### src/rtl/disp_pkg.sv
// Shared constants for the two-digit seven-segment display path.
package disp_pkg;

  localparam int unsigned DIG_W = 4;
  localparam int unsigned SEG_W = 7;
  localparam int unsigned AN_W  = 2;

  localparam logic [DIG_W-1:0] COD_APAGADO = 4'd14;
  localparam logic [DIG_W-1:0] COD_TRACO   = 4'd15;

  // Active-high segment patterns, bit order {g,f,e,d,c,b,a}
  localparam logic [SEG_W-1:0] SEG_0     = 7'h3F;
  localparam logic [SEG_W-1:0] SEG_1     = 7'h06;
  localparam logic [SEG_W-1:0] SEG_2     = 7'h5B;
  localparam logic [SEG_W-1:0] SEG_3     = 7'h4F;
  localparam logic [SEG_W-1:0] SEG_4     = 7'h66;
  localparam logic [SEG_W-1:0] SEG_5     = 7'h6D;
  localparam logic [SEG_W-1:0] SEG_6     = 7'h7D;
  localparam logic [SEG_W-1:0] SEG_7     = 7'h07;
  localparam logic [SEG_W-1:0] SEG_8     = 7'h7F;
  localparam logic [SEG_W-1:0] SEG_9     = 7'h6F;
  localparam logic [SEG_W-1:0] SEG_TRACO = 7'h40;
  localparam logic [SEG_W-1:0] SEG_OFF   = 7'h00;

  typedef enum logic {
    SLOT_UNI = 1'b0,
    SLOT_DEZ = 1'b1
  } slot_e;

endpackage

### src/rtl/bcd_7seg.sv
// Combinational decode of a display code to active-high segments.
import disp_pkg::*;

module bcd_7seg (
  input  logic [DIG_W-1:0] code_i,
  input  logic             blank_i,
  output logic [SEG_W-1:0] seg_c
);

  always_comb begin
    seg_c = SEG_OFF;
    if (!blank_i) begin
      unique case (code_i)
        4'd0:      seg_c = SEG_0;
        4'd1:      seg_c = SEG_1;
        4'd2:      seg_c = SEG_2;
        4'd3:      seg_c = SEG_3;
        4'd4:      seg_c = SEG_4;
        4'd5:      seg_c = SEG_5;
        4'd6:      seg_c = SEG_6;
        4'd7:      seg_c = SEG_7;
        4'd8:      seg_c = SEG_8;
        4'd9:      seg_c = SEG_9;
        COD_TRACO: seg_c = SEG_TRACO;
        default:   seg_c = SEG_OFF;
      endcase
    end
  end

endmodule

### src/rtl/display_mux2.sv
// Two-digit multiplexed seven-segment driver with frame-aligned commit,
// leading-zero suppression and blinking.
import disp_pkg::*;

module display_mux2 #(
  parameter int unsigned REFRESH_DIV = 50000,
  parameter int unsigned BLINK_DIV   = 25,
  parameter bit          ACTIVE_LOW  = 1'b1
) (
  input  logic             clock,
  input  logic             reset,
  input  logic [DIG_W-1:0] dezena,
  input  logic [DIG_W-1:0] unidade,
  input  logic             load,
  input  logic             blink,
  input  logic             supress_zero,
  output logic [SEG_W-1:0] segmentos,
  output logic [AN_W-1:0]  anodo
);

  localparam int unsigned CNT_W = $clog2(REFRESH_DIV);
  localparam int unsigned BLK_W = $clog2(BLINK_DIV + 1);
  localparam logic [SEG_W-1:0] SEG_RST = ACTIVE_LOW ? ~SEG_OFF : SEG_OFF;
  localparam logic [AN_W-1:0]  AN_RST  = ACTIVE_LOW ? ~AN_W'(0) : AN_W'(0);

  logic [CNT_W-1:0] cnt_q, cnt_d;
  slot_e            slot_q, slot_d;
  logic             fase_q, fase_d;
  logic [BLK_W-1:0] blk_cnt_q, blk_cnt_d;
  logic [DIG_W-1:0] sh_dez_q, sh_dez_d, sh_uni_q, sh_uni_d;
  logic [DIG_W-1:0] at_dez_q, at_dez_d, at_uni_q, at_uni_d;
  logic [SEG_W-1:0] seg_q, seg_d;
  logic [AN_W-1:0]  an_q, an_d;

  logic             wrap_c, frame_start_c, blank_c, visible_c;
  logic [DIG_W-1:0] digit_c;
  logic [SEG_W-1:0] seg_raw_c;
  logic [AN_W-1:0]  an_raw_c;

  bcd_7seg u_dec (
    .code_i  (digit_c),
    .blank_i (blank_c),
    .seg_c   (seg_raw_c)
  );

  always_comb begin
    wrap_c        = (cnt_q == CNT_W'(REFRESH_DIV - 1));
    frame_start_c = wrap_c && (slot_q == SLOT_DEZ);

    cnt_d  = wrap_c ? '0 : cnt_q + CNT_W'(1);
    slot_d = slot_q;
    if (wrap_c) slot_d = (slot_q == SLOT_UNI) ? SLOT_DEZ : SLOT_UNI;

    // A load on the commit cycle bypasses straight into the active pair
    sh_dez_d = load ? dezena  : sh_dez_q;
    sh_uni_d = load ? unidade : sh_uni_q;
    at_dez_d = frame_start_c ? sh_dez_d : at_dez_q;
    at_uni_d = frame_start_c ? sh_uni_d : at_uni_q;

    fase_d    = fase_q;
    blk_cnt_d = blk_cnt_q;
    if (!blink) begin
      fase_d    = 1'b1;
      blk_cnt_d = '0;
    end else if (frame_start_c) begin
      if (blk_cnt_q == BLK_W'(BLINK_DIV - 1)) begin
        fase_d    = ~fase_q;
        blk_cnt_d = '0;
      end else begin
        blk_cnt_d = blk_cnt_q + BLK_W'(1);
      end
    end

    digit_c   = (slot_q == SLOT_DEZ) ? at_dez_q : at_uni_q;
    blank_c   = (slot_q == SLOT_DEZ) && supress_zero && (at_dez_q == DIG_W'(0));
    // Dead time at cnt=0; blink level acts immediately, not at frame edges
    visible_c = (cnt_q != '0) && (fase_q || !blink);
    an_raw_c  = '0;
    if (visible_c) an_raw_c = (slot_q == SLOT_DEZ) ? 2'b10 : 2'b01;

    seg_d = ACTIVE_LOW ? ~seg_raw_c : seg_raw_c;
    an_d  = ACTIVE_LOW ? ~an_raw_c  : an_raw_c;
  end

  always_ff @(posedge clock) begin
    if (reset) begin
      cnt_q     <= '0;
      slot_q    <= SLOT_UNI;
      fase_q    <= 1'b1;
      blk_cnt_q <= '0;
      sh_dez_q  <= COD_APAGADO;
      sh_uni_q  <= COD_APAGADO;
      at_dez_q  <= COD_APAGADO;
      at_uni_q  <= COD_APAGADO;
      seg_q     <= SEG_RST;
      an_q      <= AN_RST;
    end else begin
      cnt_q     <= cnt_d;
      slot_q    <= slot_d;
      fase_q    <= fase_d;
      blk_cnt_q <= blk_cnt_d;
      sh_dez_q  <= sh_dez_d;
      sh_uni_q  <= sh_uni_d;
      at_dez_q  <= at_dez_d;
      at_uni_q  <= at_uni_d;
      seg_q     <= seg_d;
      an_q      <= an_d;
    end
  end

  assign segmentos = seg_q;
  assign anodo     = an_q;

endmodule

### config.mk
export PLATFORM = sky130hd
export DESIGN_NAME = display_mux2
export DESIGN_NICKNAME = d
export VERILOG_FILES = /design/src/rtl/disp_pkg.sv /design/src/rtl/bcd_7seg.sv /design/src/rtl/display_mux2.sv
export SDC_FILE = /design/constraint.sdc
export NUM_CORES = 1
export LEC_CHECK = 0
export CAP_MARGIN = 20
export CORE_UTILIZATION = 40
export DETAILED_ROUTE_END_ITERATION = 16
export GPL_TIMING_DRIVEN = 0
export PLACE_DENSITY_LB_ADDON = 0.1
export SETUP_SLACK_MARGIN = 0.05
export SYNTH_ARGS = -nofsm -noshare
export SYNTH_HDL_FRONTEND = slang
export SYNTH_SLANG_ARGS = --single-unit
export TNS_END_PERCENT = 1
### constraint.sdc
create_clock -name clock -period 3.4 [get_ports clock]
set_clock_uncertainty 0.15 [all_clocks]
set_input_delay 0.85 -clock clock [delete_from_list [all_inputs] [get_ports clock]]
set_output_delay 0.85 -clock clock [all_outputs]
set_load 0.02 [all_outputs]
==> results of run 1 <==
[routing by layer]
metal / global-route usage (%) / share of wire (%) / vias up
met5: 0 / 0 / -
met4: 4.23 / 0.87 / 0
met3: 3.71 / 2.8 / 6
met2: 27.2 / 48 / 20
met1: 19.7 / 48 / 809
li1: - / - / 911
[synth_stat cells (2+ instances only)]
cell | n | area, µm²
a21oi_1 | 10 | 50.1
clkbuf_1 | 2 | 7.51
dfxtp_1 | 48 | 961
a311oi_1 | 2 | 17.5
nor4b_1 | 2 | 17.5
xnor2_1 | 8 | 70.1
mux2i_1 | 8 | 80.1
o31ai_1 | 2 | 15.0
and4_1 | 3 | 26.3
nand2_1 | 26 | 97.6
nand4b_1 | 2 | 17.5
or4_1 | 2 | 15.0
nand2b_1 | 2 | 12.5
xor2_1 | 5 | 43.8
o22a_1 | 2 | 17.5
nor2_1 | 23 | 86.3
nor2b_1 | 7 | 43.8
nand3_1 | 10 | 50.1
buf_2 | 4 | 20.0
mux2_2 | 2 | 22.5
nor4_1 | 2 | 12.5
o21ai_0 | 14 | 70.1
a41oi_1 | 2 | 17.5
inv_1 | 12 | 45.0
ha_1 | 10 | 125
buf_4 | 3 | 22.5
nand4_1 | 6 | 37.5
nor3_1 | 3 | 15.0
a211o_1 | 6 | 52.6
[worst paths after layout]
kind | startpoint | endpoint | slack (ns) | depth (start not counted)
min | at_uni_q[1] | at_uni_q[1] | 0.30 | 2
min reg2reg | at_uni_q[1] | at_uni_q[1] | 0.30 | 2
max reg2reg | slot_q | segmentos[6] | 1.27 | 6
max | reset | at_dez_q[0] | 0.98 | 5
[placed cells by master, fill, tap and decap left out, types with 3 or more instances in the layout]
cell             Yosys  routed
buf_2                4       4
nand4_1              6       6
and4_1               3       3
o21ai_0             14      14
dfxtp_1             48      48
xor2_1               5       5
mux2i_1              8       8
nor2b_1              7       7
buf_4                3       3
clkdlybuf4s50_1      0      21
a21oi_1             10      10
inv_1               12      12
ha_1                10      10
nand2_1             26      26
clkbuf_8             0       5
nor3_1               3       3
a211o_1              6       6
xnor2_1              8       8
nand3_1             10      10
nor2_1              23      23
[cell families (layout without fill, tap and decap cells)]
family	count (synthesis)	after routing	synth area share (%)
buffers and inverters	22	51	4.44
flip-flops	48	48	43.1
AND/OR/NAND/NOR	96	96	24.1
XOR/XNOR	13	13	5.11
adder cells (fa/ha/maj)	10	10	5.61
AO/OA/AOI/OAI	44	44	13.0
multiplexers	10	10	4.60
[layout make-up]
cell class                 count  area [µm²]
sequential                    48         961
tap                           70        87.6
clock inverter                 3        42.5
timing repair buffer          21         210
multi-input combinational    173        1170
inverter                      12        45.0
buffer                        10        53.8
clock buffer                   5        68.8
fill                         511        2600
[flip-flops by register name, summed over array words and instances (netlist names)]
name       cells
anodo          2
at_dez_q       4
at_uni_q       4
blk_cnt_q      5
cnt_q         16
fase_q         1
segmentos      7
sh_dez_q       4
sh_uni_q       4
slot_q         1
[metrics by stage]
step	util, %	area, µm²	worst slack [ns]	power, mW
after floorplan	-	2230	1.52	0.624
after global placement	48.2	2530	0.625	0.650
after detailed placement	48.2	2530	0.624	0.651
after CTS	50.4	2640	0.966	1.07
after global routing	50.4	2640	0.867	1.09
final	50.4	2640	0.983	1.05
[where the power goes]
part / total [mW] / leakage, nW / switching [mW] / internal [mW]
clock network: 0.411 / 0.0541 / 0.193 / 0.218
logic: 0.0597 / 0.599 / 0.0282 / 0.0315
registers: 0.578 / 0.390 / 0.00539 / 0.572
[tightest hold or removal path: cells and delay by family (launching register included)]
| family | cells | cell delay [ns] |
|---|---|---|
| DFF | 1 | 0.32 |
| and+or+nand+nor | 2 | 0.09 |
==> flow_summary.toml, run 1 <==
[setup_path]
required_ns = 3.45
slowest_delay_ns = 0.50
startpoint_type = "input port"
cp_common_cell = "clkbuf_1"
slowest_stage = "clkdlybuf4s50_1"
crit_chain = "clkdlybuf4s50_1, clkbuf_1, clkbuf_1, nor2_1, o22a_1"
timing_worst_setup_path_type = "in2reg"
cp_max_fo = 10
worst-path-buf-inv = 3
endpoint_kind = "flip-flop"
cp.arrival_ns = 2.47
cp_top_family = "buffers and inverters"

[logic_synthesis]
ys.warnings.count = 0
yosys_register_bits = 48
synth_edf_count = 0
async_reset_ff_share_pct = 0
synth_ff_type = "dfxtp_1"
synth_seq_area_share_pct = 43.1
syn_area_um2 = 2230
syn_nets = 266
synth.avg_cell_area_um2 = 9.17
syn_inst = 243
yosys.cell_types.count = 44

[timing]
setup_viol_count_final = 0
holdWs_ns = 0.302
rsz0062_at_grt = "no"
hold_viol_final = 0
min_period_over_period_pct = 71.1
drv_slew = 0
setup_tns_ns = 0
max_freq_mhz = 414
slew_headroom_pct = 60.2
worst_slew_pin_slew_ns = 0.581
min_period_ns = 2.42

[floorplan]
die_y_um = 76.6
dieWidth_um = 76.6
coreArea_um2 = 5240
io-pin-count = 22
dieArea_um2 = 5870
num_rows = 26
start_util_pct = 42.5

[layout]
nets = 294
num_antenna_cells = 0
syn_to_final_growth_pct = 18.4
drive_gt1_share_pct = 8.82
fin_cells = 342

[placed_design]
hpwl_um = 3070
numPortBuffers = 21
gp_congestion = 0.789
dp.cells = 334

[clock_tree]
clock_path_buffers = 2
post_cts_buffers = 0
cts_root_buf = "clkbuf_8"
clk_pin_slew_ns = 0.09
h-tree-depth = 2
hold_buffers = 0
cts_resized = 0
numCtsBuffers = 5
clock_latency_ns = 0.30
cts_tree = "yes"
cts.sinks = 48

[min_path]
hold_class = "reg2reg"

[drt]
routedWlPerCell_um = 12.5
via_per_inst = 5.11
ant_nets = 0
vias = 1746
firstDrtPassIters = 4
drcViolationCount = 0
detail_route.wirelength_um = 4270
drt_iter0_drc = 49

[grt]
track_usage_pct = 15.8
antenna_found_initial = 0
grt_pass1_wl_um = 7490
first_global_vias = 1653
grt_overflow = 0
grt_max_degree = 16

[power]
ir_drop_v = 0.000184
power_density_nw_per_um2 = 397
static-leakage-power_nw = 1.04

[run]
cap_violations = 0

[status]
status = "completed"
Note: power is estimated with default switching activity, not from simulation.
==> run 2, diff against run 1 <==
clock period = 2.2 ns   (was 3.4 ns; I/O delays follow)
==> flow_summary.toml, run 2 (synthesis results as in run 1) <==
[status]
status = "completed"

[clock_tree]
cts_root_buf = "clkbuf_8"
cts_tree = "yes"
clk_pin_slew_ns = 0.09
cts_resized = 1
clock_latency_ns = 0.30
clock_path_buffers = 2
post_cts_buffers = 0
hold_buffers = 0
numCtsBuffers = 5
h-tree-depth = 2
cts.sinks = 48

[layout]
utilization_pct = 50.5
largest_register_ffs = 16
largest-register = "cnt_q"
nets = 294
syn_to_final_growth_pct = 18.8
final_cell_mix = "48 x dfxtp_1, 26 x nand2_1, 23 x nor2_1"
fin_cells = 342
num_antenna_cells = 0
final_area_um2 = 2650
final_common_cell = "dfxtp_1"
drive_gt1_share_pct = 9.93

[drt]
drt_iter0_drc = 72
ant_nets = 0
met1_length_um = 2070
route.met2.wl_um = 2040
detail_route.wirelength_um = 4270
wl_met3_um = 116
via_per_inst = 5.11
maxUsedRoutingLayer = "met4"
firstDrtPassIters = 4
routedWlPerCell_um = 12.5
vias = 1746
drcViolationCount = 0

[setup_path]
cp.arrival_ns = 2.05
slowest_delay_ns = 0.43
slowest_stage = "mux2i_2"
startpoint_type = "flip-flop"
crit_chain = "buf_2, mux2i_2, inv_1, ha_1, a211oi_1, o21ai_0"
cp_max_fo = 10
timing_worst_setup_path_type = "reg2reg"
timing.rr.start = "slot_q"
ff2ff_path_depth = 6
r2r_end = "segmentos[6]"
setup.worst_path.end = "segmentos[6]"
required_ns = 2.23
ff2ff_setup_slack_ns = 0.18
startpoint = "slot_q"
endpoint_kind = "flip-flop"

[min_path]
worstHoldStart = "at_uni_q[2]"
hold_class = "reg2reg"

[timing]
holdWs_ns = 0.312
max_freq_mhz = 496
rsz0062_at_grt = "yes"
min_period_ns = 2.02
layout_setup_ws_ns = 0.184
hold_viol_final = 0
drv_slew = 0
setup_viol_count_final = 0
worst_slew_pin_slew_ns = 0.581
slew_headroom_pct = 60.2
min_period_over_period_pct = 91.6

[grt]
track_usage_pct = 15.9
first_global_vias = 1644
grt_overflow = 0
grt_pass1_wl_um = 7500
antenna_found_initial = 0
grt_max_degree = 16

[placed_design]
placed_cell_area_um2 = 2530
dp.cells = 334
gp_congestion = 0.789
dp_slack_ns = -0.276
hpwl_um = 3070
numPortBuffers = 21

[floorplan]
io-pin-count = 22
coreArea_um2 = 5240
dieArea_um2 = 5870
start_util_pct = 42.5
die_y_um = 76.6
dieWidth_um = 76.6
num_rows = 26

[power]
ir_drop_v = 0.000284
p_int_mw = 1.27
p_switching_uw = 352
p_seq_share_pct = 55.0
power_density_nw_per_um2 = 613
static-leakage-power_nw = 1.05
p_clk_share_pct = 39.3
p_sw_share_pct = 21.7
p_comb_share_pct = 5.7

[run]
cap_violations = 0
-- run 2: worst min-delay path by stage --
stage / slack (ns) / to / cells past startpoint
floorplan: 0.27 / at_uni_q[1] / 2
global placement: 0.29 / at_uni_q[1] / 2
detailed placement: 0.29 / at_uni_q[1] / 2
CTS: 0.31 / at_uni_q[1] / 2
global route: 0.35 / at_uni_q[3] / 2
finish: 0.31 / at_uni_q[2] / 2
-- run 2: critical path, delay by kind of cell, from the launching register on --
kind | cells | cell delay [ns]
buffers and inverters | 2 | 0.41
multiplexers | 1 | 0.43
flip-flops | 1 | 0.37
adder cells (fa/ha/maj) | 1 | 0.22
AO/OA/AOI/OAI | 2 | 0.32
-- run 2: final cells by class --
class	count	area [µm²]
multi-input cells	173	1180
fillers	507	2590
inverters	12	45.0
plain buffers	10	55.1
clock buffers	5	68.8
clock inverters	3	42.5
well taps	70	87.6
repair buffers	21	210
flip-flops and latches	48	961
-- run 2: per-layer routing --
metal	vias up	global-route usage, %
met5	-	0
met4	0	4.23
met3	6	3.71
met2	17	27.1
met1	812	19.9
li1	911	-
-- run 2: power by group through the flow --
| stage | sequential, mW | clock (mW) | combinational (mW) |
|---|---|---|---|
| after floorplan | 0.914 | 0 | 0.0500 |
| after global placement | 0.913 | 0 | 0.0927 |
| after detailed placement | 0.913 | 0 | 0.0932 |
| after CTS | 0.893 | 0.661 | 0.0937 |
| after global routing | 0.895 | 0.692 | 0.104 |
| final | 0.893 | 0.637 | 0.0920 |
-- run 2: per-stage QoR --
stage          TNS, ns  power, mW
2_1_floorplan        0      0.964
3_3_place_gp     -2.37       1.01
3_5_place_dp     -2.32       1.01
4_1_cts              0       1.65
5_1_grt              0       1.69
6_report             0       1.62
==> run 3, diff against run 2 <==
CORE_ASPECT_RATIO = 1.5   (was unset)
CTS_CLUSTER_SIZE = 8   (was unset)
==> flow_summary.toml, run 3 (synthesis results as in run 1) <==
[status]
status = "completed"

[grt]
grt_pass1_wl_um = 7650
track_usage_pct = 16.7
grt_max_degree = 17
antenna_found_initial = 0
first_global_vias = 1655
grt_overflow = 0

[floorplan]
coreArea_um2 = 5250
start_util_pct = 42.5
dieWidth_um = 62.9
num_rows = 32
dieArea_um2 = 5880
die_y_um = 93.4
io-pin-count = 22

[timing]
rsz0062_at_grt = "yes"
hold_viol_final = 0
drv_slew = 0
max_freq_mhz = 482
min_period_ns = 2.07
min_period_over_period_pct = 94.3
layout_setup_ws_ns = 0.126
slew_headroom_pct = 53.9
setup_viol_count_final = 0
worst_slew_pin_slew_ns = 0.672

[placed_design]
gp_congestion = 0.828
dp_slack_ns = -0.263
hpwl_um = 3270
numPortBuffers = 21

[drt]
routedWlPerCell_um = 12.9
vias = 1744
detail_route.wirelength_um = 4390
via_per_inst = 5.13
drcViolationCount = 0
firstDrtPassIters = 4
drt_iter0_drc = 78
ant_nets = 0

[run]
cap_violations = 0

[setup_path]
ff2ff_setup_slack_ns = 0.13
timing_worst_setup_path_type = "reg2reg"
cp.arrival_ns = 2.10
startpoint_type = "flip-flop"
slowest_delay_ns = 0.46
cp_max_fo = 10
slowest_stage = "mux2i_2"
crit_chain = "buf_2, mux2i_2, inv_1, ha_1, a211oi_1, o21ai_0"
required_ns = 2.23
endpoint_kind = "flip-flop"

[clock_tree]
cts_tree = "yes"
cts.sinks = 48
clock_path_buffers = 2
h-tree-depth = 2
clock_latency_ns = 0.31
hold_buffers = 0
clk_pin_slew_ns = 0.10
numCtsBuffers = 5
cts_root_buf = "clkbuf_8"

[power]
power.total_mw = 1.64
ir_drop_v = 0.000324
power_density_nw_per_um2 = 618
static-leakage-power_nw = 1.05

[layout]
utilization_pct = 50.6
final_cell_mix = "48 x dfxtp_1, 26 x nand2_1, 23 x nor2_1"
nets = 294
num_antenna_cells = 0
largest_register_ffs = 16
final_common_cell = "dfxtp_1"
largest-register = "cnt_q"
syn_to_final_growth_pct = 19.0
drive_gt1_share_pct = 10.3

[min_path]
hold_class = "reg2reg"
[run 3: changes by cell type in the layout (fill, tap and decap cells not counted)]
cell	change
clkinv_4	+2
clkinvlp_4	-1
clkinv_2	-1
mux2i_2	+1
mux2i_1	-1
[run 3: area by class of cell]
| class | instances | area [µm²] |
|---|---|---|
| Timing Repair Buffer | 21 | 210 |
| Inverter | 12 | 45.0 |
| Sequential cell | 48 | 961 |
| Multi-Input combinational cell | 173 | 1180 |
| Clock buffer | 5 | 68.8 |
| Fill cell | 504 | 2590 |
| Buffer | 10 | 55.1 |
| Tap cell | 68 | 85.1 |
| Clock inverter | 3 | 47.5 |
[run 3: critical path: cells and delay by family (launching register included)]
family	cells	cell delay [ns]
flip-flops	1	0.38
multiplexers	1	0.46
buffers and inverters	2	0.42
adder cells (fa/ha/maj)	1	0.23
AO/OA/AOI/OAI	2	0.30
[run 3: worst paths after layout]
check	from	to	cells after the start
worst max-delay path	slot_q	segmentos[6]	6
worst min register to register	at_uni_q[3]	at_uni_q[3]	2
worst max register to register	slot_q	segmentos[6]	6
worst min-delay path	at_uni_q[3]	at_uni_q[3]	2
[run 3: metal layers]
metal,up-vias,global-route usage (%),wire (µm),part of all wire [%]
li1,911,-,-,-
met5,-,0,0,0
met4,0,6.01,70,1.6
met1,804,17.1,1790,41
met2,24,32.8,2420,55
met3,5,3.05,118,2.7
[run 3: through the flow]
step | instance area [µm²] | hold WS, ns | std cells | TNS, ns
finish | 2650 | 0.321 | 340 | 0
global route | 2650 | 0.343 | 340 | 0
CTS | 2650 | 0.322 | 340 | 0
detailed placement | 2520 | 0.304 | 332 | -1.99
global placement | 2520 | 0.294 | 332 | -1.98
floorplan | 2230 | 0.272 | 243 | 0
[run 3: report_power, final]
| group | switching (mW) | internal [mW] | total (mW) |
|---|---|---|---|
| Combinational | 0.0434 | 0.0489 | 0.0923 |
| Sequential | 0.00779 | 0.884 | 0.892 |
| Clock | 0.311 | 0.343 | 0.654 |
[run 3: what timing repair did]
item	4_1_cts	5_1_grt
gates cloned	0	0
resized for setup	2	3
buffers inserted	0	0
endpoints found under the setup margin	1	12
hold endpoints to repair	0	0
